<file path="src/rtl/imm_decode_stage.sv">
// Decode stage: extracts the RISC-V immediate, its format and the pc-relative
// target at acceptance, then buffers the decoded result in a 2-entry FIFO.
module imm_decode_stage #(
    parameter int XLEN     = 32,
    parameter bit EN_RV64I = 1'b0
) (
    input  logic            clk,
    input  logic            rst,
    input  logic            in_valid,
    output logic            in_ready,
    input  logic [31:0]     in_inst,
    input  logic [XLEN-1:0] in_pc,
    input  logic            flush,
    output logic            out_valid,
    input  logic            out_ready,
    output logic [XLEN-1:0] out_imm,
    output logic [2:0]      out_type,
    output logic [XLEN-1:0] out_target,
    output logic [XLEN-1:0] out_pc,
    output logic [31:0]     out_inst,
    output logic [15:0]     illegal_cnt
);

    generate
        if (XLEN != 32 && XLEN != 64) begin : g_bad_xlen
            $error("imm_decode_stage: XLEN must be 32 or 64");
        end
    endgenerate

    // OP-IMM-32 / OP-32 only exist on a 64-bit datapath.
    localparam bit RV64 = (XLEN == 64) && EN_RV64I;

    localparam logic [2:0] TY_R   = 3'd0;
    localparam logic [2:0] TY_I   = 3'd1;
    localparam logic [2:0] TY_S   = 3'd2;
    localparam logic [2:0] TY_B   = 3'd3;
    localparam logic [2:0] TY_U   = 3'd4;
    localparam logic [2:0] TY_J   = 3'd5;
    localparam logic [2:0] TY_Z   = 3'd6;
    localparam logic [2:0] TY_ILL = 3'd7;

    typedef struct packed {
        logic [31:0]     inst;
        logic [XLEN-1:0] pc;
        logic [XLEN-1:0] imm;
        logic [2:0]      ty;
        logic [XLEN-1:0] target;
    } entry_t;

    entry_t          entry_q [2];
    entry_t          entry_d [2];
    entry_t          dec;
    logic [1:0]      count_q, count_d;
    logic            wr_ptr_q, wr_ptr_d;
    logic            rd_ptr_q, rd_ptr_d;
    logic [15:0]     illegal_cnt_q, illegal_cnt_d;
    logic            push, pop;
    logic [2:0]      dec_type;
    logic [XLEN-1:0] dec_imm;
    logic [XLEN-1:0] imm_i, imm_s, imm_b, imm_u, imm_j, imm_z;

    assign imm_i = XLEN'($signed(in_inst[31:20]));
    assign imm_s = XLEN'($signed({in_inst[31:25], in_inst[11:7]}));
    assign imm_b = XLEN'($signed({in_inst[31], in_inst[7], in_inst[30:25],
                                  in_inst[11:8], 1'b0}));
    assign imm_u = XLEN'($signed({in_inst[31:12], 12'b0}));
    assign imm_j = XLEN'($signed({in_inst[31], in_inst[19:12], in_inst[20],
                                  in_inst[30:21], 1'b0}));
    assign imm_z = XLEN'(in_inst[19:15]);

    always_comb begin
        dec_type = TY_ILL;
        if (in_inst[1:0] == 2'b11) begin
            case (in_inst[6:0])
                7'b0010011, 7'b0000011, 7'b1100111, 7'b0001111: dec_type = TY_I;
                7'b1110011: dec_type = in_inst[14] ? TY_Z : TY_I;
                7'b0100011: dec_type = TY_S;
                7'b1100011: dec_type = TY_B;
                7'b0110111, 7'b0010111: dec_type = TY_U;
                7'b1101111: dec_type = TY_J;
                7'b0110011: dec_type = TY_R;
                7'b0011011: dec_type = RV64 ? TY_I : TY_ILL;
                7'b0111011: dec_type = RV64 ? TY_R : TY_ILL;
                default:    dec_type = TY_ILL;
            endcase
        end
    end

    always_comb begin
        case (dec_type)
            TY_I:    dec_imm = imm_i;
            TY_S:    dec_imm = imm_s;
            TY_B:    dec_imm = imm_b;
            TY_U:    dec_imm = imm_u;
            TY_J:    dec_imm = imm_j;
            TY_Z:    dec_imm = imm_z;
            default: dec_imm = '0;
        endcase
    end

    always_comb begin
        dec        = '0;
        dec.inst   = in_inst;
        dec.pc     = in_pc;
        dec.imm    = dec_imm;
        dec.ty     = dec_type;
        dec.target = in_pc + dec_imm;
    end

    // Handshake: a beat transfers on a rising edge where valid && ready are
    // both high; ready never depends on valid, and both come straight from
    // registered occupancy so neither side sees a combinational path.
    assign in_ready  = (count_q != 2'd2);
    assign out_valid = (count_q != 2'd0);
    assign push      = in_valid && in_ready;
    assign pop       = out_valid && out_ready;

    always_comb begin
        count_d       = count_q;
        wr_ptr_d      = wr_ptr_q;
        rd_ptr_d      = rd_ptr_q;
        illegal_cnt_d = illegal_cnt_q;
        entry_d       = entry_q;
        if (flush) begin
            count_d  = 2'd0;
            wr_ptr_d = 1'b0;
            rd_ptr_d = 1'b0;
        end else begin
            count_d  = count_q + {1'b0, push} - {1'b0, pop};
            wr_ptr_d = wr_ptr_q ^ push;
            rd_ptr_d = rd_ptr_q ^ pop;
            if (push) begin
                entry_d[wr_ptr_q] = dec;
                if (dec_type == TY_ILL && illegal_cnt_q != 16'hFFFF) begin
                    illegal_cnt_d = illegal_cnt_q + 16'd1;
                end
            end
        end
    end

    always_ff @(posedge clk) begin
        if (rst) begin
            count_q       <= 2'd0;
            wr_ptr_q      <= 1'b0;
            rd_ptr_q      <= 1'b0;
            illegal_cnt_q <= 16'd0;
        end else begin
            count_q       <= count_d;
            wr_ptr_q      <= wr_ptr_d;
            rd_ptr_q      <= rd_ptr_d;
            illegal_cnt_q <= illegal_cnt_d;
        end
    end

    // Payload is qualified by count, so it carries no reset.
    always_ff @(posedge clk) begin
        entry_q <= entry_d;
    end

    assign out_inst    = entry_q[rd_ptr_q].inst;
    assign out_pc      = entry_q[rd_ptr_q].pc;
    assign out_imm     = entry_q[rd_ptr_q].imm;
    assign out_type    = entry_q[rd_ptr_q].ty;
    assign out_target  = entry_q[rd_ptr_q].target;
    assign illegal_cnt = illegal_cnt_q;

endmodule
</file>
<file path="config.mk">
export PLATFORM = sky130hd
export DESIGN_NAME = imm_decode_stage
export DESIGN_NICKNAME = d
export VERILOG_FILES = /design/src/rtl/imm_decode_stage.sv
export SDC_FILE = /design/constraint.sdc
export NUM_CORES = 1
export LEC_CHECK = 0
export CAP_MARGIN = 20
export CELL_PAD_IN_SITES_DETAIL_PLACEMENT = 1
export CELL_PAD_IN_SITES_GLOBAL_PLACEMENT = 1
export CORE_MARGIN = 2
export CORE_UTILIZATION = 44
export DETAILED_ROUTE_END_ITERATION = 7
export PLACE_DENSITY = 0.86
export SYNTH_ARGS = -nofsm -noshare
export SYNTH_HDL_FRONTEND = slang
export SYNTH_SLANG_ARGS = --single-unit
export TNS_END_PERCENT = 1
</file>
<file path="constraint.sdc">
create_clock -name clk -period 14 [get_ports clk]
set_input_delay 2.8 -clock clk [delete_from_list [all_inputs] [get_ports clk]]
set_output_delay 2.8 -clock clk [all_outputs]
set_load 0.1 [all_outputs]
</file>
==> run metrics, run 1 <==
largest net degree at the start of global routing 74; final worst slack approximately 6500 ps; Port Buffers roughly 220; max incr delay on CP 790 ps; Worst-Skew Late Latency 570 ps; most frequent cells in the layout edfxtp_1 (262), clkdlybuf4s50_1 (217), mux2_2 (131); r2r setup slk 10820 ps; final antenna-violating net count 0; Cell Pwr Density between 100 and 150 mW/mm²; setup repair after global routing missed its margin no; mean post-synth cell area approximately 15 µm²; Die W roughly 170 µm; worst path buffer plus inverter count 2; largest family of logic cells by synthesized area multiplexers; GRT Overall Usage 22.4%; H-tree Lvls 1; IO Pins 218; Final period util 53.8%; core area approximately 0.029 mm²; critical path capture point entry_q[161]; die area roughly 0.03 mm²; number of buffers created by CTS 31; Tmin final about 7500 ps; sequential share of the synthesized area 65.3%; EDFF count, synth approximately 260; initial antenna violation count 1; Filler cells approximately 2800; # placed instances ~1400; Pre-antenna DRT Iters 5; PostCTS Resize Cnt 0; Final Non-Filler Cells ~1500; Post-Route WL between 30000 and 40000 µm; complex-gate fraction of the synthesized area ~8.7%; Post-CTS Hold Buffers 0; Die Height ~170 µm; Worst Tran Pin Value 1110 ps; Bufs on Longest Clock Path 3; RR Endpoint entry_q[114]; mux contribution to synthesized area around an eighth; Fin. Hold Viols 0; clock slew at reported path FFs 60 ps; Final Skew roughly 19 ps; asr flop ratio synth 0%; via/cell ratio 5.57; global route overflow 0; largest vdd supply drop roughly 0.11 mV; Final setup violation count 0; Crit. End Element flop; max_slew headroom approximately a quarter; Min-Delay Path Class reg2reg; Primary FF master, synth edfxtp_1; total nets after synthesis ~950; most common cell after layout, fill and taps aside edfxtp_1; CTS root buffer clkbuf_16; crit path max fanout 14; routed len/inst around 23 µm; worst slack, placed about 6000 ps; First DRT Iteration DRCs about 650; NumNets Final roughly 1200; CP Launch Type input port; distinct cell type count after synthesis 72; Area Overhead vs Synth 27.9%; crit path launch in_inst[3]; R2R depth 5; # rows 62; Max Cap Viol 0; WP data required roughly 14000 ps; synthesized area 0.0127 mm²; Initial Util 44.3%; # DRC 0; Final Max Tran Viols 0; Leakage around 0.006 µW; crit path cell chain clkdlybuf4s50_1, nor3b_1, o21ai_1, o21ai_0, nand2_1, a311oi_1, a222oi_1, inv_1, ha_1, a21o_1, a2111oi_0, a21oi_1, a31o_2, a21oi_1, o21ai_1, xor2_1; DP HPWL roughly 24000 µm; warnings from Yosys 0; CTS sink count approximately 280; Via Count between 8000 and 9000; cell area after layout between 0.015 and 0.02 mm²; outcome complete, no violations; CP Depth 16; CP delay by family, top compound AO/OA/AOI/OAI gates; post-route setup TNS 0 ps; xor/xnor share of the synthesized area 2.56%; CTS tree yes; vias in the first global route between 8000 and 9000; start of the worst register-to-register path count_q[0]; fmax 0.133 GHz; placed cell areas approximately 0.015 mm²; n_diodes 0; Post-Synth Simple-Gate Area ~6.5%; routability cong. slightly below 0.9; share of layout cells above drive strength 1 a little under a fifth; Synth Area in Adders under 10%; Syn Inst Count around 840; Critical Path AT roughly 8000 ps; first-pass GRT wire length 52400 µm; Synth Register Bits around 280; CP Class in2reg; Post-CTS Setup Bufs 0; Crit-path slowest cell clkdlybuf4s50_1
## sequential cells by signal (all words and copies together) (netlist names)
signal	flops
count_q	2
entry_q	262
illegal_cnt	16
rd_ptr_q	1
wr_ptr_q	1
## stage by stage
step / utilization (%) / power (µW) / hold WS, ps
after global routing: 56.7 / 2160 / 544
after global placement: 53.3 / 1330 / 491
after floorplan: - / 1250 / 528
after CTS: 56.7 / 2110 / 515
final: 56.7 / 2100 / 520
after detailed placement: 53.3 / 1340 / 503
## where the power goes
group	switching (µW)	internal (µW)	total, µW	leakage, µW
sequential	9.15	953	962	0.00261
clock	320	452	771	0.000463
combinational	266	98.4	364	0.00276
total	594	1500	2100	0.00584
## logic make-up (layout without fill, tap and decap cells)
kind of cell | count (synthesis) | in the layout
AOI/OAI and AO/OA | 151 | 151
xor gates and xnor gates | 37 | 37
and+or+nand+nor | 157 | 157
muxes | 132 | 132
adders and majority gates | 35 | 35
buffers and inverters | 50 | 300
DFF | 282 | 282
## routing by layer
metal | share of wire, % | vias to the layer above | GRT usage, %
met5 | 0 | - | 0
met4 | 2.7 | 0 | 6.20
met3 | 5.9 | 58 | 4.21
met2 | 50 | 263 | 38.7
met1 | 41 | 4182 | 29.0
li1 | - | 3726 | -
## worst min-delay path by stage
stage                     cells past startpoint            start  slack, ps         endpoint
after floorplan                               2       count_q[1]        530       count_q[1]
after global placement                        2  illegal_cnt[12]        490  illegal_cnt[12]
after detailed placement                      2  illegal_cnt[12]        500  illegal_cnt[12]
after CTS                                     2  illegal_cnt[12]        520  illegal_cnt[12]
after global routing                          2  illegal_cnt[14]        540  illegal_cnt[14]
final                                         2  illegal_cnt[14]        520  illegal_cnt[14]
## layout make-up
class	count	area, µm²	area share, %
inverters	19	71.3	0.440
clock inverters	12	106	0.657
multi-input cells	512	4180	25.8
clock buffers	44	845	5.22
well taps	384	480	2.97
repair buffers	225	2240	13.8
flip-flops and latches	282	8270	51.1
## synth_stat cells (10+ instances only)
library cell | count | share of area [%]
a21o_1 | 32 | 1.9
a21oi_1 | 34 | 1.3
and3_1 | 13 | 0.64
clkbuf_1 | 22 | 0.65
dfxtp_1 | 20 | 3.2
edfxtp_1 | 262 | 62
ha_1 | 34 | 3.4
inv_1 | 19 | 0.56
mux2_2 | 131 | 12
nand2_1 | 35 | 1.0
nand3_1 | 11 | 0.44
nor2_1 | 37 | 1.1
nor3_1 | 10 | 0.40
o21a_1 | 13 | 0.77
o21ai_0 | 20 | 0.79
xnor2_1 | 23 | 1.6
xor2_1 | 14 | 0.97
## worst reg2reg max path, stage by stage, from the launching register on
cell,delay (ps)
dfxtp_1,360
nand2b_1,180
nand2_1,160
nor2_1,320
and2_4,920
buf_4,840
(Power assumes the default switching activity.)
==> run 2, diff against run 1 <==
CORE_UTILIZATION = 40   (was 44)
PLACE_DENSITY = 0.83   (was 0.86)
clock period = 6.9 ns   (was 14 ns; I/O delays follow)
==> run 2 against run 1 <==
  * First-iteration DRC count shrank 14%
  * Via count shrank 1.2%
  * Core utilization shrank 5.2 points
  * Power grew 99%
  * Sequential share of layout area grew 0.055 points
  * Non-clock buffer count is the same
  * Count of clock-buffer cells in the layout shrank 5
  * Final area shrank 0.11%
  * Critical path type unchanged
==> run metrics, run 2 (synthesized netlist as in run 1, its figures left out) <==
outcome complete, no violations; Port Buffers 217 (unchanged); CTS tree yes; Final Max Tran Viols 0 (unchanged); clock slew at reported path FFs 50 ps (about the same); final worst slack 758 ps (-5710 ps); start of the worst register-to-register path count_q[0]; share of power burned in combinational logic 17.7% (+0.3 points); worst slack, placed 310 ps (-5690 ps); CTS root buffer clkbuf_16; CP Launch Type input port; Pre-antenna DRT Iters 4 (-1); Final setup violation count 0 (unchanged); CTS sink count 282 (unchanged); Max Cap Viol 0 (unchanged); most frequent cells in the layout edfxtp_1 (262), clkdlybuf4s50_1 (217), mux2_2 (131); GRT Overall Usage 20.5% (-1.9 points); Post-CTS Setup Bufs 0 (unchanged); crit path max fanout 14 (unchanged); PostCTS Resize Cnt 0 (unchanged); die area 0.0331 mm² (+9.8%); global route overflow 0 (unchanged); final core utilization 51.5% (-5.2 points); most common cell after layout, fill and taps aside edfxtp_1; first-pass GRT wire length 52600 µm (+0.25%); Final period util 89.0%; Worst-Skew Late Latency 560 ps (about the same); H-tree Lvls 1 (unchanged); WP data required 7220 ps (-7070 ps); Tmin final roughly 6100 ps; Final Skew 16.3 ps (-3.00 ps); sw power 1190 µW (+100%); share of layout cells above drive strength 1 18.0% (-0.22 points); Die Height 182 µm (+4.8%); min-delay src illegal_cnt[15]; critical path's most frequent cell a211o_1; Leakage 0.00581 µW (-0.48%); Post-CTS Hold Buffers 0 (unchanged); vias in the first global route 8822 (+0.39%); crit path cell chain clkdlybuf4s50_1, nor3b_1, o21ai_1, o21ai_0, nand2_1, a311oi_1, a222oi_1, inv_1, ha_1, a211o_1, o211ai_1, a211o_1, a31oi_2, a311o_1, o2111a_1, a2111oi_2; routability cong. 0.895 (+3.3%); CP delay by family, top compound AO/OA/AOI/OAI gates; Int Pwr 2980 µW (+99%); Bufs on Longest Clock Path 3 (unchanged); via/cell ratio 5.44 (-2.2%); worst path buffer plus inverter count 2 (unchanged); # rows 65 (+4.8%); Net Sw Frac 28.6% (+0.22 points); Area Overhead vs Synth 27.8%; routed len/inst 22.8 µm (-1.4%); Most flops, register entry_q; final antenna-violating net count 0 (unchanged); NumNets Final 1175 (unchanged); Initial Util 40.3% (-4.0 points); number of buffers created by CTS 31 (unchanged); max_slew headroom 28.3% (+2.8 points); largest net degree at the start of global routing 132 (+78%); Largest register FFs 262 (unchanged); Flop pwr share 46.7% (+0.8 points); IO Pins 218 (unchanged); RR Endpoint entry_q[11]; largest vdd supply drop 0.164 mV (+54%); Worst Hold Path Cells 2 (unchanged); Die W 182 µm (+4.8%); n_diodes 0 (unchanged); Worst Tran Pin Value 1070 ps (-42.4 ps); R2R depth 5 (unchanged); Min-Delay Path Class reg2reg; fmax around 0.16 GHz; # DRC 0 (unchanged); First DRT Iteration DRCs 557 (-14%); Crit. End Element flop; hold path endpoint illegal_cnt[15]; Crit-path slowest cell clkdlybuf4s50_1; Post-Route WL 34000 µm (-0.44%); DP HPWL 23700 µm (+0.40%); Cell Pwr Density 258 mW/mm² (+99%); Clock Power Share 35.6% (-1.2 points); setup repair after global routing missed its margin no; r2r setup slk 3980 ps (-6840 ps); core area 0.0314 mm² (+10%); post-route setup TNS 0 ps (unchanged); initial antenna violation count 1 (unchanged); max incr delay on CP 790 ps (about the same); CP Class in2reg; Via Count 8127 (-1.2%); Critical Path AT 6470 ps (-1360 ps); Fin. Hold Viols 0 (unchanged)
run 2: changes by cell type in the layout (fill, tap and decap cells not counted):
cell	before	now
clkbuf_1	11	8
clkinv_1	6	9
buf_12	0	1
clkinv_2	3	2
nor3_2	1	0
nor3_4	0	1
clkinvlp_4	0	1
bufinv_16	2	1
buf_6	1	0
clkbuf_8	2	0
run 2: worst max-delay path by stage:
stage                          start           end  slack (ps)  depth (start not counted)
after detailed placement  in_inst[3]   entry_q[31]         310                         16
after floorplan             in_valid    entry_q[0]        1570                          3
final                     in_inst[3]   entry_q[31]         760                         16
after CTS                 in_inst[3]   entry_q[31]         840                         16
after global placement    in_inst[6]  entry_q[162]         600                         16
after global routing      in_inst[3]   entry_q[31]         430                         16
run 2: cell type report:
class,instances,area (µm²)
fillers,3075,15200
flip-flops and latches,282,8270
multi-input cells,512,4190
repair buffers,225,2240
clock buffers,39,806
well taps,402,503
clock inverters,14,90.1
inverters,19,71.3
run 2: worst min-delay path, delay by kind of cell (launching register included):
family,cells,cell delay [ps]
DFF,1,330
AOI/OAI and AO/OA,2,140
run 2: through the flow:
| stage | cell area (µm²) | hold WS (ps) | total power [µW] | std cells |
|---|---|---|---|---|
| 3_5_place_dp | 15300 | 507 | 2730 | 1440 |
| 4_1_cts | 16200 | 525 | 4220 | 1493 |
| 2_1_floorplan | 12700 | 528 | 2520 | 844 |
| 5_1_grt | 16200 | 575 | 4320 | 1493 |
| 6_report | 16200 | 525 | 4180 | 1493 |
| 3_3_place_gp | 15300 | 493 | 2710 | 1440 |
run 2: layer usage:
metal / share of wire, % / track usage, %
met4: 2.1 / 4.97
met1: 44 / 27.6
met5: 0 / 0
met3: 4.8 / 3.13
met2: 50 / 34.9
run 2: power by group through the flow:
stage	sequential, µW	combinational (µW)	clock [µW]
floorplan	1990	530	0
global placement	1980	728	0
detailed placement	1990	740	0
CTS	1950	744	1530
global route	1960	770	1590
finish	1950	740	1490
